<file path="src/rtl/game_flow_ctrl.sv">
`timescale 1ns/1ps
// Game-flow sequencer: title screen, one-cycle level load, timed play with a
// door-hold win, death/win/over hold screens and a final finish screen.
module game_flow_ctrl #(
    parameter int NUM_PLAYERS  = 2,
    parameter int NUM_LEVELS   = 4,
    parameter int LIVES        = 3,
    parameter int FRAMES_PER_S = 60,
    parameter int LEVEL_TIME_S = 180,
    parameter int DOOR_HOLD    = 30,
    parameter int DEATH_HOLD   = 90,
    localparam int LW = (NUM_LEVELS > 1) ? $clog2(NUM_LEVELS) : 1
) (
    input  logic                   Clk,
    input  logic                   Reset_n,
    input  logic                   frame_tick,
    input  logic                   confirm,
    input  logic [NUM_PLAYERS-1:0] player_dead,
    input  logic [NUM_PLAYERS-1:0] player_at_door,
    output logic [2:0]             state_o,
    output logic [LW-1:0]          level_o,
    output logic [3:0]             lives_o,
    output logic [7:0]             time_left_o,
    output logic                   revive_o,
    output logic                   play_en_o,
    output logic                   timeout_o
);

    localparam int FW = (FRAMES_PER_S > 1) ? $clog2(FRAMES_PER_S) : 1;
    localparam int DW = (DOOR_HOLD > 0) ? $clog2(DOOR_HOLD + 1) : 1;
    localparam int HW = (DEATH_HOLD > 0) ? $clog2(DEATH_HOLD + 1) : 1;

    localparam logic [FW-1:0] FRAME_LAST = FW'(FRAMES_PER_S - 1);
    localparam logic [DW-1:0] DOOR_MAX   = DW'(DOOR_HOLD);
    localparam logic [HW-1:0] HOLD_MAX   = HW'(DEATH_HOLD);
    localparam logic [LW-1:0] LEVEL_LAST = LW'(NUM_LEVELS - 1);
    localparam logic [3:0]    LIVES_INIT = 4'(LIVES);
    localparam logic [7:0]    TIME_INIT  = 8'(LEVEL_TIME_S);

    typedef enum logic [2:0] {
        ST_TITLE  = 3'd0,
        ST_LOAD   = 3'd1,
        ST_PLAY   = 3'd2,
        ST_DEAD   = 3'd3,
        ST_WIN    = 3'd4,
        ST_OVER   = 3'd5,
        ST_FINISH = 3'd6
    } state_e;

    state_e          state_q,   state_d;
    logic [LW-1:0]   level_q,   level_d;
    logic [3:0]      lives_q,   lives_d;
    logic [7:0]      time_q,    time_d;
    logic [FW-1:0]   frame_q,   frame_d;
    logic [DW-1:0]   door_q,    door_d;
    logic [HW-1:0]   hold_q,    hold_d;
    logic            revive_q,  revive_d;
    logic            play_en_q, play_en_d;
    logic            timeout_q, timeout_d;
    logic            confirm_q;

    logic conf_edge;
    logic hold_full;
    logic any_dead;
    logic all_door;

    assign conf_edge = confirm & ~confirm_q;
    assign hold_full = (hold_q == HOLD_MAX);
    assign any_dead  = |player_dead;
    assign all_door  = &player_at_door;

    always_comb begin
        state_d   = state_q;
        level_d   = level_q;
        lives_d   = lives_q;
        time_d    = time_q;
        frame_d   = frame_q;
        door_d    = door_q;
        hold_d    = hold_q;
        timeout_d = timeout_q;

        case (state_q)
            ST_TITLE: begin
                if (conf_edge) begin
                    state_d = ST_LOAD;
                    level_d = '0;
                    lives_d = LIVES_INIT;
                end
            end

            ST_LOAD: begin
                time_d    = TIME_INIT;
                frame_d   = '0;
                door_d    = '0;
                timeout_d = 1'b0;
                state_d   = ST_PLAY;
            end

            ST_PLAY: begin
                if (frame_tick) begin
                    if (frame_q == FRAME_LAST) begin
                        frame_d = '0;
                        if (time_q != 8'd0) begin
                            time_d = time_q - 8'd1;
                        end
                    end else begin
                        frame_d = frame_q + FW'(1);
                    end
                end

                // Any player leaving the door restarts the hold window at once.
                if (!all_door) begin
                    door_d = '0;
                end else if (frame_tick && (door_q != DOOR_MAX)) begin
                    door_d = door_q + DW'(1);
                end

                if (any_dead || (time_q == 8'd0)) begin
                    lives_d   = lives_q - 4'd1;
                    timeout_d = ~any_dead;
                    hold_d    = '0;
                    state_d   = (lives_q == 4'd1) ? ST_OVER : ST_DEAD;
                end else if (door_q == DOOR_MAX) begin
                    hold_d  = '0;
                    state_d = ST_WIN;
                end
            end

            ST_DEAD, ST_WIN, ST_OVER, ST_FINISH: begin
                if (frame_tick && !hold_full) begin
                    hold_d = hold_q + HW'(1);
                end

                // Acceptance looks at the pre-tick hold count.
                if (conf_edge && hold_full) begin
                    timeout_d = 1'b0;
                    case (state_q)
                        ST_DEAD: state_d = ST_LOAD;
                        ST_WIN: begin
                            if (level_q == LEVEL_LAST) begin
                                state_d = ST_FINISH;
                                hold_d  = HOLD_MAX;
                            end else begin
                                level_d = level_q + LW'(1);
                                state_d = ST_LOAD;
                            end
                        end
                        default: state_d = ST_TITLE;
                    endcase
                end
            end

            default: state_d = ST_TITLE;
        endcase

        revive_d  = (state_d == ST_LOAD);
        play_en_d = (state_d == ST_PLAY);
    end

    always_ff @(posedge Clk or negedge Reset_n) begin
        if (!Reset_n) begin
            state_q   <= ST_TITLE;
            level_q   <= '0;
            lives_q   <= LIVES_INIT;
            time_q    <= TIME_INIT;
            frame_q   <= '0;
            door_q    <= '0;
            hold_q    <= '0;
            revive_q  <= 1'b0;
            play_en_q <= 1'b0;
            timeout_q <= 1'b0;
            confirm_q <= 1'b0;
        end else begin
            state_q   <= state_d;
            level_q   <= level_d;
            lives_q   <= lives_d;
            time_q    <= time_d;
            frame_q   <= frame_d;
            door_q    <= door_d;
            hold_q    <= hold_d;
            revive_q  <= revive_d;
            play_en_q <= play_en_d;
            timeout_q <= timeout_d;
            confirm_q <= confirm;
        end
    end

    assign state_o     = state_q;
    assign level_o     = level_q;
    assign lives_o     = lives_q;
    assign time_left_o = time_q;
    assign revive_o    = revive_q;
    assign play_en_o   = play_en_q;
    assign timeout_o   = timeout_q;

endmodule

</file>
<file path="config.mk">
export PLATFORM = sky130hd
export DESIGN_NAME = game_flow_ctrl
export DESIGN_NICKNAME = d
export VERILOG_FILES = /design/src/rtl/game_flow_ctrl.sv
export SDC_FILE = /design/constraint.sdc
export NUM_CORES = 1
export LEC_CHECK = 0
export CAP_MARGIN = 20
export CORE_UTILIZATION = 56
export DETAILED_ROUTE_END_ITERATION = 12
export PLACE_DENSITY_LB_ADDON = 0.15
export SLEW_MARGIN = 15
export SYNTH_ARGS = -nofsm -noshare
export SYNTH_HDL_FRONTEND = slang
export SYNTH_SLANG_ARGS = --single-unit
</file>
<file path="constraint.sdc">
create_clock -name Clk -period 3 [get_ports Clk]
set_clock_uncertainty 0.15 [all_clocks]
set_input_delay 0.3 -clock Clk [delete_from_list [all_inputs] [get_ports Clk]]
set_output_delay 0.3 -clock Clk [all_outputs]
set_load 0.05 [all_outputs]
</file>
# == Word-level counts from Yosys, hierarchy flattened ==
# Index checks and enable logic that the tools add are counted.
# op_classes
bitwise_logic,3
eq_ne,24
n_reduce_logical,23
addsub,6
n_mux,36
# op_table
operator,n
7-bit 2-to-1 mux,6
8-bit 2-to-1 mux,3
3-bit 2-to-1 mux,6
"2-bit != test, second input constant",8
8-bit case mux with 2 select lines,1
7-bit case mux with 2 select lines,1
6-bit 2-to-1 mux,2
3-bit case mux with 4 select lines,1
6-bit case mux with 2 select lines,1
5-bit 2-to-1 mux,2
5-bit case mux with 2 select lines,1
"3-bit by 2-bit equality test with 1-bit output, second input constant",3
"3-bit equality test, second input constant",3
8-bit zero test,1
2-bit 2-to-1 mux,4
4-bit 2-to-1 mux,2
4-bit case mux with 2 select lines,1
2-bit AND reduction,4
2-bit nonzero test,4
8-bit nonzero test,1
"8-bit by 1-bit subtractor with 8-bit output, second input constant",1
"7-bit by 1-bit adder with 7-bit output, second input constant",1
"7-bit equality test, second input constant",1
"6-bit by 1-bit adder with 6-bit output, second input constant",1
other kinds (26),33
# totals
inputBits,8
elab_cells,103
output_inout_bits,20
register_bits,39

# == Depth between registers and ports, before layout ==
# logic_depth
depth_word,8
depth_mapped,7
mapped_depth_nobuf,7

# == Least setup slack after synthesis ==
# Ideal clock, no wire load.
# synth_timing
path_kind,reg-to-reg
start,reg time_q[0] (netlist: time_left_o[0])
end,reg play_en_q (netlist: play_en_o)
path_slack_ns,0.621
period_less_slack_ns,2.379
t_arrival_ns,2.149
n_path_buf,0
setup_ns,0.080
stages_incl_launch_ff,8
required_time_ns,2.770
path_cell_list,dfrtp_1 -> inv_1 -> ha_1 -> or3b_2 -> o21a_1 -> mux2_4 -> o21ai_4 -> nor3b_2
# synth_via
elab_chain_len,5
# synth_rtl
item,line,text
from (decl),53,"logic [7:0] time_q, time_d;"
from (signal assigned),177,time_q <= time_d;
8-bit zero test,118,if (any_dead || (time_q == 8'd0)) begin
1-bit logical OR,118,
3-bit 2-to-1 mux,118,
3-bit case mux with 4 select lines,82,case (state_q)
net state_d[1],50,"state_e state_q, state_d;"
3-bit by 2-bit equality test with 1-bit output,157,play_en_d = (state_d == ST_PLAY);
net play_en_d,58,"logic play_en_q, play_en_d;"
to (signal assigned),182,play_en_q <= play_en_d;
to (decl),58,
# The timed path passes the listed nets, and every way through them passes these cells.
# A chain may end at the register's enable or synchronous reset.

# == Worst setup path after layout ==
# layout_timing
start,reg state_q[2] (netlist: state_o[2])
end,out state_o[2]
# layout_rtl
item,line,text
from (decl),50,
from (signal assigned),174,state_q <= state_d;
to (decl),20,"output logic [2:0] state_o,"
# No word-level cell between the ends.

==> impl_results.md <==
* Status: finished with violations
* Failing checks: hold timing
* Final antenna-violating net count at 0
* First-iteration detailed-routing DRC count at 138
* Routed length per instance at 15.1 µm
* Routed vias at 1,944
* Drt drc at 0
* Worst path required time at 2.55 ns
* Clk root buf: clkbuf_8
* Placed cell count at 317
* Sequential share of the synthesized area at 42.3%
* Total number of yosys warnings at 0
* Antenna cells at 0
* Slew HR at ~41%
* Endpoints failing setup at 0
* Highest metal used: met4
* Syn nets at between 200 and 300
* Antenna violations before repair at 0
* First-pass GRT wire length at 8.67 mm
* Number of fill cells at between 300 and 400
* CTS buffer count at 5
* P&R area growth vs syn at 16.6%
* Die Y at 66.5 µm
* Cell row count at 23
* Setup CP Type: reg2out
* Top_reg_cell synth: dfrtp_1
* CP startpoint kind: register
* RSZ-0062 raised after global routing: false
* CTS Sinks at 39
* Pins Over Slew Limit at 0
* Fraction of registers with async set/reset at 100%
* Setup TNS at 0 ns
* Post-synth top cells: dfrtp_1 (33), nand2_1 (24), o21ai_0 (20)
* GRT Util Overall at 26.2%
* Die W at between 60 and 70 µm
* Clock insertion delay at the later pin of the skew report at a little under 0.3 ns
* Slowest stage delay, CP at 0.93 ns
* CTS tree: done
* Post-CTS Resized at 0
* Yosys top cell by area: dfrtp_1
* Final hold vios at 33
* Clk buf depth at 2
* GR Overflow Total at 0
* Number of global-route vias before repair at 1,812
* Period utilization at 79.8%
* P_leak at 0.00112 µW
* Hold Path Class: in2async
* Average size of a mapped cell at about 9.4 µm²
* Final Wtd Congestion at 0.873
* Initial Util at 58.2%
* H-Tree Level Count at 2
* Core area at 4000 µm²
* DP HPWL at 3.60 mm
* Top Ports at 28
* Final Non-Filler Cells at roughly 330
* Die area at 4420 µm²
* Hold buffer count at cts at 0
* Final hold slack at -0.0208 ns
* Fin crit period at 2.39 ns
* Clk pin slew, worst setup/hold paths at 0.08 ns
* PortBufs at 27
* Number of synthesized register bits at 39
* EDFF count, synth at 0
* Power Dens Cells at 1010 nW/µm²
* Crit path max-delay family: buffers and inverters
* Peak Freq at 418 MHz
* Slew @ Worst Pin at 0.883 ns
* Maximum vdd drop at 0.000760 V
* Cell Area, Placed at around 2600 µm²
* Most used standard cell by instance count after synthesis: dfrtp_1
* Setup Buffers After CTS at 0
* CP arrival at 1.94 ns
* Routed WL at 4.91 mm
* WL met1 at 2.43 mm
* Maximum Capacitance Violations at 0
* Vias/cell at 5.98
* Met2 wire len at approximately 2.2 mm
* Met3 WL post-DR at 227 µm
* Total Power at 2730 µW
* Final Instance Area at 2710 µm²
* CP max stage cell: clkdlybuf4s50_1
* CP Cell Sequence: clkdlybuf4s50_1
* Top cells by area, synth: dfrtp_1 (35%), dfstp_2 (6.8%), ha_1 (4.8%)
* CP Capture Type: output pin
* Share of cells above drive strength 1 at 11.3%
* Top-area cell type share of the netlist area at 35.5%
* Distinct cells, synth at 57
* Net count reported at finish at 291
* Largest net degree at the start of global routing at 40
* Syn Std Cell Area at between 2000 and 2500 µm²
* Mapped Cells at 248
* CP Max Fanout at 17
* Pre-antenna DRT Iters at 4
* CP bufs+invs at 1
-- worst paths after layout --
check	startpoint	end	slack, ns	cells past startpoint
worst min register to register	hold_q[6]	hold_q[6]	0.34	1
min in group Clk	hold_q[6]	hold_q[6]	0.34	1
worst max register to register	state_o[2]	hold_q[4]	0.69	5
worst min-delay path	Reset_n	hold_q[3]	-0.02	1
worst max-delay path	state_o[2]	state_o[2]	0.61	1
max in group asynchronous	Reset_n	confirm_q	2.17	1
-- per-layer routing --
metal / GRT usage, % / up-vias
li1: - / 956
met1: 35.6 / 934
met2: 40.9 / 45
met3: 6.85 / 9
met4: 7.71 / 0
met5: 0 / -
-- registers in the layout, summed over array words and instances, names as in the netlist --
register,cells
timeout_o,1
time_left_o,8
frame_q,6
hold_q,7
confirm_q,1
level_o,2
lives_o,4
play_en_o,1
door_q,5
revive_o,1
state_o,3
-- cell families after synthesis --
| kind of cell | after synthesis | synth area share (%) |
|---|---|---|
| AND/OR/NAND/NOR | 99 | 23.5 |
| AO/OA/AOI/OAI | 70 | 21.1 |
| flip-flops | 39 | 42.3 |
| buffers and inverters | 18 | 3.06 |
| XOR/XNOR | 11 | 4.14 |
| adder cells (fa/ha/maj) | 9 | 4.84 |
| multiplexers | 2 | 1.08 |
-- power by group --
group / switching [µW] / total [µW] / internal (µW)
sequential: 201 / 884 / 684
combinational: 948 / 1480 / 532
clock: 180 / 366 / 186
-- through the flow --
| step | setup slack [ns] | hold slack [ns] | utilization [%] |
|---|---|---|---|
| 2_1_floorplan | 0.621 | -0.146 | - |
| 3_3_place_gp | 0.740 | 0.319 | 65.5 |
| 3_5_place_dp | 0.611 | 0.316 | 65.5 |
| 4_1_cts | 0.606 | 0.00439 | 67.8 |
| 5_1_grt | 0.484 | 0.0343 | 67.8 |
| 6_report | 0.606 | -0.0208 | 67.8 |
-- final cells by class --
type	instances	area (µm²)	area share, %
Clock buffer	7	86.3	3.18
Clock inverter	1	5.00	0.185
Inverter	10	37.5	1.38
Multi-Input combinational cell	191	1270	46.9
Sequential cell	39	983	36.3
Tap cell	50	62.6	2.31
Timing Repair Buffer	27	265	9.78
-- cells in the final DEF (no fill, tap or decap), types with 3 or more instances in the layout --
| master | n |
|---|---|
| a211oi_1 | 3 |
| a21o_1 | 4 |
| a21oi_1 | 13 |
| a31oi_1 | 3 |
| and2_1 | 3 |
| and4_1 | 3 |
| clkbuf_8 | 6 |
| clkdlybuf4s50_1 | 26 |
| dfrtp_1 | 33 |
| dfstp_2 | 6 |
| ha_1 | 9 |
| inv_1 | 9 |
| nand2_1 | 24 |
| nand2b_1 | 3 |
| nand3_1 | 13 |
| nand4_1 | 3 |
| nor2_1 | 17 |
| nor2b_1 | 3 |
| nor3_1 | 7 |
| nor3b_1 | 3 |
| o21a_1 | 3 |
| o21ai_0 | 20 |
| o31ai_1 | 5 |
| or3_1 | 5 |
| xnor2_1 | 8 |
| xor2_1 | 3 |
No activity file was read; power rests on OpenSTA's default activity.
